$ cat config.mk
export PLATFORM = sky130hd
export DESIGN_NAME = uart_tx_arb
export DESIGN_NICKNAME = d
export VERILOG_FILES = /design/src/rtl/uart_tx_arb.sv
export SDC_FILE = /design/constraint.sdc
export NUM_CORES = 1
export LEC_CHECK = 0
export CORE_MARGIN = 4
export CORE_UTILIZATION = 29
export DETAILED_ROUTE_END_ITERATION = 10
export PLACE_DENSITY = 0.53
export SLEW_MARGIN = 0
export SYNTH_ARGS = -nofsm -noshare
export SYNTH_HDL_FRONTEND = slang
export SYNTH_SLANG_ARGS = --single-unit
export TNS_END_PERCENT = 10
$ cat constraint.sdc
create_clock -name clk -period 2.8 [get_ports clk]
set_input_delay 0.28 -clock clk [delete_from_list [all_inputs] [get_ports clk]]
set_output_delay 0.28 -clock clk [all_outputs]
set_load 0.005 [all_outputs]
$ cat src/rtl/uart_tx_arb.sv
// Two-requester byte arbiter feeding a 4-entry FIFO that drives a UART transmitter
// start/acknowledge handshake. Define UART_TX_ARB_RR_EN for round-robin arbitration.
module uart_tx_arb #(
    parameter logic [15:0] ACK_TIMEOUT = 16'd65535
) (
    input  logic       clk,
    input  logic       rst,
    input  logic       req0_valid,
    input  logic [7:0] req0_data,
    output logic       req0_ready,
    input  logic       req1_valid,
    input  logic [7:0] req1_data,
    output logic       req1_ready,
    output logic [7:0] txData,
    output logic       txStart,
    input  logic       clrTxStartBit,
    input  logic       err_clr,
    output logic       tx_err,
    output logic [2:0] fifo_count,
    output logic       fifo_empty,
    output logic       fifo_full
);

    typedef enum logic {
        S_IDLE = 1'b0,
        S_ACK  = 1'b1
    } state_t;

    state_t      state_q, state_d;
    logic [7:0]  mem_q [4];
    logic [1:0]  wr_ptr_q, wr_ptr_d;
    logic [1:0]  rd_ptr_q, rd_ptr_d;
    logic [2:0]  count_q, count_d;
    logic [15:0] cnt_q, cnt_d;
    logic        tx_start_q, tx_start_d;
    logic [7:0]  tx_data_q, tx_data_d;
    logic        tx_err_q, tx_err_d;

    logic        grant0_s, grant1_s;
    logic        full_s;
    logic        push_s, pop_s, timeout_s;
    logic [7:0]  push_data_s;

`ifdef UART_TX_ARB_RR_EN
    // rr_q set means requester 1 wins the next contended cycle.
    logic        rr_q, rr_d;

    // Round-robin grant: contention is resolved by the favour bit.
    always_comb begin
        grant0_s = req0_valid & (~req1_valid | ~rr_q);
        grant1_s = req1_valid & (~req0_valid | rr_q);
    end

    // Favour the requester that did not win the last accepted push.
    always_comb begin
        rr_d = rr_q;
        if (req0_valid && req0_ready) begin
            rr_d = 1'b1;
        end else if (req1_valid && req1_ready) begin
            rr_d = 1'b0;
        end else begin
            rr_d = rr_q;
        end
    end
`else
    // Fixed priority grant: requester 0 always wins.
    always_comb begin
        grant0_s = req0_valid;
        grant1_s = req1_valid & ~req0_valid;
    end
`endif

    assign full_s     = (count_q == 3'd4);
    assign req0_ready = grant0_s & ~full_s;
    assign req1_ready = grant1_s & ~full_s;
    assign push_s     = (req0_valid & req0_ready) | (req1_valid & req1_ready);

    // Select the byte of whichever requester holds the grant.
    always_comb begin
        if (grant0_s) begin
            push_data_s = req0_data;
        end else begin
            push_data_s = req1_data;
        end
    end

    // Transmitter handshake FSM; ack is checked before timeout so a late ack still counts.
    always_comb begin
        state_d    = state_q;
        cnt_d      = cnt_q;
        tx_start_d = tx_start_q;
        tx_data_d  = tx_data_q;
        pop_s      = 1'b0;
        timeout_s  = 1'b0;
        case (state_q)
            S_IDLE: begin
                if (count_q != 3'd0) begin
                    state_d    = S_ACK;
                    tx_start_d = 1'b1;
                    tx_data_d  = mem_q[rd_ptr_q];
                    cnt_d      = 16'd0;
                end else begin
                    tx_start_d = 1'b0;
                end
            end
            S_ACK: begin
                if (clrTxStartBit) begin
                    pop_s      = 1'b1;
                    tx_start_d = 1'b0;
                    state_d    = S_IDLE;
                    cnt_d      = 16'd0;
                end else if (cnt_q >= (ACK_TIMEOUT - 16'd1)) begin
                    pop_s      = 1'b1;
                    timeout_s  = 1'b1;
                    tx_start_d = 1'b0;
                    state_d    = S_IDLE;
                    cnt_d      = 16'd0;
                end else begin
                    cnt_d = cnt_q + 16'd1;
                end
            end
            default: begin
                state_d    = S_IDLE;
                tx_start_d = 1'b0;
                cnt_d      = 16'd0;
            end
        endcase
    end

    // Sticky error: a timeout in the same cycle overrides a clear request.
    always_comb begin
        if (timeout_s) begin
            tx_err_d = 1'b1;
        end else if (err_clr) begin
            tx_err_d = 1'b0;
        end else begin
            tx_err_d = tx_err_q;
        end
    end

    // FIFO pointer and occupancy bookkeeping.
    always_comb begin
        if (push_s) begin
            wr_ptr_d = wr_ptr_q + 2'd1;
        end else begin
            wr_ptr_d = wr_ptr_q;
        end
        if (pop_s) begin
            rd_ptr_d = rd_ptr_q + 2'd1;
        end else begin
            rd_ptr_d = rd_ptr_q;
        end
        case ({push_s, pop_s})
            2'b10:   count_d = count_q + 3'd1;
            2'b01:   count_d = count_q - 3'd1;
            default: count_d = count_q;
        endcase
    end

    // State register with synchronous active-low reset.
    always_ff @(posedge clk) begin
        if (!rst) begin
            state_q    <= S_IDLE;
            wr_ptr_q   <= 2'd0;
            rd_ptr_q   <= 2'd0;
            count_q    <= 3'd0;
            cnt_q      <= 16'd0;
            tx_start_q <= 1'b0;
            tx_data_q  <= 8'h00;
            tx_err_q   <= 1'b0;
            for (int i = 0; i < 4; i++) begin
                mem_q[i] <= 8'h00;
            end
`ifdef UART_TX_ARB_RR_EN
            rr_q       <= 1'b0;
`endif
        end else begin
            state_q    <= state_d;
            wr_ptr_q   <= wr_ptr_d;
            rd_ptr_q   <= rd_ptr_d;
            count_q    <= count_d;
            cnt_q      <= cnt_d;
            tx_start_q <= tx_start_d;
            tx_data_q  <= tx_data_d;
            tx_err_q   <= tx_err_d;
            if (push_s) begin
                mem_q[wr_ptr_q] <= push_data_s;
            end
`ifdef UART_TX_ARB_RR_EN
            rr_q       <= rr_d;
`endif
        end
    end

    assign txStart    = tx_start_q;
    assign txData     = tx_data_q;
    assign tx_err     = tx_err_q;
    assign fifo_count = count_q;
    assign fifo_empty = (count_q == 3'd0);
    assign fifo_full  = full_s;

endmodule
== Word level (Yosys, flattened, before mapping) ==
Memories as Yosys holds them, arrays and structs flattened. A register that Yosys moved wholly into a read port is not among the register bits.
Index checks and enable logic that the tools add are counted.
Cells by class
  multiply operators: 0
  eq/ne operators: 5
  bitwise logic cells: 9
  add/sub/neg operators: 5
  shift-type cells: 0
  multiplexer cells: 27
  $lt $le $gt $ge: 1
  reduce and logical (&&, ||, !) cells: 7
  div/mod/pow operators: 0
Operators by type and width (number)
  16-bit 2-to-1 mux: 3
  16-bit case mux with 2 select lines: 1
  1-bit 2-to-1 mux: 17
  16-bit by 1-bit adder with 16-bit output (second input constant): 1
  16-bit greater-or-equal comparator (second input constant): 1
  8-bit 2-to-1 mux: 2
  8-bit OR reduction: 1
  3-bit case mux with 2 select lines: 1
  1-bit AND: 5
  2-bit by 1-bit adder with 2-bit output (second input constant): 2
  1-bit case mux with 2 select lines: 2
  2-bit nonzero test: 2
  3-bit by 1-bit adder with 3-bit output (second input constant): 1
  3-bit equality test (second input constant): 1
  3-bit logical NOT: 1
  3-bit by 2-bit inequality test with 1-bit output (second input constant): 1
  1-bit inverter: 3
  3-bit nonzero test: 1
  3-bit by 1-bit subtractor with 3-bit output (second input constant): 1
  2-bit by 1-bit equality test with 1-bit output (second input constant): 1
  2-bit equality test (second input constant): 1
  2-bit 2-to-1 mux: 1
  2-bit inequality test (second input constant): 1
  2-bit AND reduction: 1
  other kinds (2): 2
Storage, ports and cells
  output and inout bits: 17
  memories: 1
  flip-flop bits (word level): 26
  input port bits: 22
  bits in writable memories: 32
  word-level logic and storage cells: 62
  memory bits (read-only): 0
  latch bits: 0
Memories
  mem_q: words 4, width 8, read ports 1, clocked after Yosys merged registers in 1, wr ports 4, RTL line 30  | logic [7:0] mem_q [4];

== Logic depth before layout (Yosys ltp) ==
  word-level depth: 10
  gate-level depth with buffers: 12
  mapped depth without buffers: 12

== Least setup slack after synthesis ==
No wires, ideal clock.
  path kind: register -> register
  from: register cnt_q[4]
  to: register count_q[2] (netlist: fifo_count[2])
  cell stages (with the launch flop): 11
  data arrival time: 2.403 ns
  path buffers: 0
  clock period less this slack: 2.478 ns
  data required time: 2.724 ns
  setup time: 0.076 ns
  setup slack: 0.322 ns
  cells stage by stage: dfxtp_1 -> nand4_2 -> nor4_4 -> o21ai_1 -> inv_1 -> ha_1 -> inv_1 -> fa_1 -> xor2_1 -> or3_1 -> a21boi_0
Between the ends
  cells in the longest elaborated chain, start to end: 6
  elaborated cells on any way between the ends: 8
  classes of those cells: 1 x order compare; 2 x eq/ne; 4 x mux; 1 x reduce/logical
RTL lines
  start, declared: RTL line 34  | logic [15:0] cnt_q, cnt_d;
  start signal, assigned: RTL line 182  | cnt_q <= cnt_d;
  16-bit greater-or-equal comparator *: RTL line 112  | end else if (cnt_q >= (ACK_TIMEOUT - 16'd1)) begin
  1-bit 2-to-1 mux *: RTL line 112
  1-bit 2-to-1 mux *: RTL line 107  | if (clrTxStartBit) begin
  1-bit 2-to-1 mux *: RTL line 95  | case (state_q)
  named net pop_s: RTL line 41  | logic push_s, pop_s, timeout_s;
  2-bit by 1-bit equality test with 1-bit output or 2-bit equality test (tied branches): RTL line 153  | case ({push_s, pop_s})
  3-bit case mux with 2 select lines or 2-bit nonzero test (tied branches)
  end signal, assigned: RTL line 181  | count_q <= count_d;
  end, declared: RTL line 33  | logic [2:0] count_q, count_d;
The timed path passes the listed nets; every way through them passes the cells marked *.
A chain may end at the register's enable or synchronous reset.

== Final worst setup path ==
Ends and elaborated chain as after synthesis.

==> out/qor.yml <==
yosys-top-cells-area: "edfxtp_1 31%, dfxtp_1 22%, mux4_2 5.8%"
layout-drive-gt1-share_pct: 14.7
dr.first_iter.drc_count: 89
gr-usage-met2_pct: 19.4
syn2layout_area_growth_pct: 25.3
maxCapViolCount: 0
drt-vias-per-instance: 4.51
finalPower_uw: 3030
worstRegToRegCells: 10
rsz0062_at_grt: "false"
synth_top_area_cell: "edfxtp_1"
cp_slowest_stage_delay_ps: 430
syn_avg_cell_area_um2: 10.7
crit_fanout: 6
min_from: "txData[2]$_SDFFE_PN0P_"
cts_setup_buffers: 0
yosys_warnings: 0
critical_path_class: "reg -> reg"
worst_pin_slew_ps: 745
portBuffers: 38
fin_nets: 361
synth.yosys.seq_area_share_pct: 53.0
slew_headroom_pct: 50.2
synth_enable_flop_cells: 32
grtUsageMet3_pct: 2.72
synth-main-ff-cell: "dfxtp_1"
die-area_mm2: 0.0124
met1_usage_pct: 12.7
start_util_pct: 29.9
multi_input_area_mm2: 0.00135
grt_pass1_wl_um: 10700
clock.fmax_mhz: 404
numCtsBuffers: 9
slew_violations: 0
via_count: 2145
stdcell_count: 476
crit_path_frequent_cell: "inv_1"
critPathRequiredTime_ps: 3070
grt.overflow.total: 0
grt_pass1_vias: 2153
power_leakage_uw: 0.00142
grt_usage_pct: 11.0
path_cells: "nand4_2 -> nor4_4 -> o21ai_1 -> inv_1 -> ha_1 -> inv_1 -> fa_1 -> xor2_1 -> or3_1 -> a21boi_0"
clk_latency_ps: 340
timing.rr.start: "cnt_q[4]$_SDFFE_PN0P_"
cts_tree: "yes"
cp_top_family: "simple AND/OR/NAND/NOR gates"
synth-seq-cells: 66
synthArstFlopShare_pct: 0
cts_max_level: 3
crit_arrival_ps: 2740
hp-class: "reg -> reg"
tns_ps: 0
place.gp.congestion: 0.781
synth_top_area_share_pct: 31.0
vdd_drop_max_mv: 0.267
cts_buffer_depth: 2
row_count: 37
drcViolationCount: 0
die_width_um: 111
fp.dieH_um: 111
clk_transition_reported_paths_ps: 70
drt_pre_antenna_iters: 4
synthesis.area_mm2: 0.00310
ant_nets: 0
hpwl_um: 4550
regArea_mm2: 0.00164
setup_viol: 0
worstHoldPathCells: 2
cpMaxStageDelayCell: "dfxtp_1"
antenna_cells: 0
finalWirelength_um: 6470
ctsResizeCount: 0
hold_buffers: 0
final-hold-violation-count: 0
dpl.cell_count: 460
worstSetupEndpointType: "flop"
timing.rr.end: "fifo_count[2]$_SDFFE_PN0P_"
status: "complete, no violations"
numClockSinks: 66
grt_max_degree: 31
antenna_found_initial: 0
grt.busiest_layer: "met2"
synth_nets: 315
routedWlPerCell_um: 13.6
yosysUniqueCellTypes: 42
fin_crit_sh_pct: 88.4
cp-start-kind: "flop"
min_period_ps: 2480
fp.coreArea_mm2: 0.0104
p_per_area_mw_per_mm2: 779
cp_num_buf_inv: 2
io_pins: 39
hold_end: "txData[2]$_SDFFE_PN0P_"
syn_inst: 289
final.fill_count: 1066
cts_root_buf: "clkbuf_8"
finClkSkew_ps: 6.42
reg2reg_slack_ps: 320
how the worst max path moves through the flow:
stage	start	to	slack (ps)	cells past startpoint
2_1_floorplan	cnt_q[4]$_SDFFE_PN0P_	fifo_count[2]$_SDFFE_PN0P_	320	10
3_3_place_gp	cnt_q[4]$_SDFFE_PN0P_	fifo_count[2]$_SDFFE_PN0P_	370	10
3_5_place_dp	cnt_q[4]$_SDFFE_PN0P_	fifo_count[2]$_SDFFE_PN0P_	320	10
4_1_cts	cnt_q[4]$_SDFFE_PN0P_	fifo_count[2]$_SDFFE_PN0P_	290	10
5_1_grt	cnt_q[4]$_SDFFE_PN0P_	fifo_count[2]$_SDFFE_PN0P_	110	10
6_report	cnt_q[4]$_SDFFE_PN0P_	fifo_count[2]$_SDFFE_PN0P_	320	10
logic make-up (layout without fill, tap and decap cells):
logic type	count (synthesis)	after routing	synth area share (%)
AOI/OAI and AO/OA	30	30	6.50
xor gates and xnor gates	15	15	4.24
adders and majority gates	4	4	1.86
buffers and inverters	27	78	3.35
DFF	66	66	53.0
muxes	16	16	8.40
and+or+nand+nor	131	131	22.7
cells in the final DEF, fill, tap and decap left out, drive strengths merged, types with 10 or more instances in the layout:
cell type       n
edfxtp         32
nor2           41
nand2          30
inv            16
clkdlybuf4s50  38
and2           10
o21ai          11
xnor2          11
a21boi         10
dfxtp          34
tightest hold or removal path: stages (launching register included):
cell and delay (ps):
dfxtp_1 310, nand2_1 50, a21boi_0 70
cell usage after synthesis, types with 4 or more instances:
library cell and count:
or2_2 9, inv_1 16, mux2i_1 8, or3_1 4, nor3_1 4, and2_1 10
nand3_1 8, xnor2_1 11, mux4_2 8, edfxtp_1 32, clkbuf_1 6, nor2_1 39
a21boi_0 9, dfxtp_1 34, xor2_1 4, o21ai_0 8, nand2_1 30
sequential cells by signal, summed over array words and instances, names as in the netlist, 2 cells and up:
| signal | count |
|---|---|
| fifo_count | 3 |
| rd_ptr_q | 2 |
| txData | 8 |
| cnt_q | 16 |
| wr_ptr_q | 2 |
| mem_q | 32 |
final cells by class:
type,count,area share [%]
clock buffers,9,3.19
well taps,136,4.38
clock inverters,7,2.42
flip-flops and latches,66,42.3
multi-input cells,196,34.9
repair buffers,46,11.3
inverters,16,1.55
power breakdown:
part / internal, µW / switching, µW / total (µW)
sequential: 1180 / 133 / 1310
combinational: 421 / 415 / 836
clock: 499 / 378 / 877
per-layer routing:
metal  share of wire, %  vias up
met2                 51       27
li1                   -     1092
met3                3.3        7
met5                  0        -
met4               0.91        0
met1                 45     1019
through the flow:
stage	utilization [%]	area (µm²)	setup slack (ps)	hold slack (ps)
floorplan	-	3100	322	460
global placement	35.4	3670	370	465
detailed placement	35.4	3670	322	464
CTS	37.5	3880	294	475
global route	37.5	3880	106	500
finish	37.5	3880	324	471
Power figures use the tool's default switching activity.
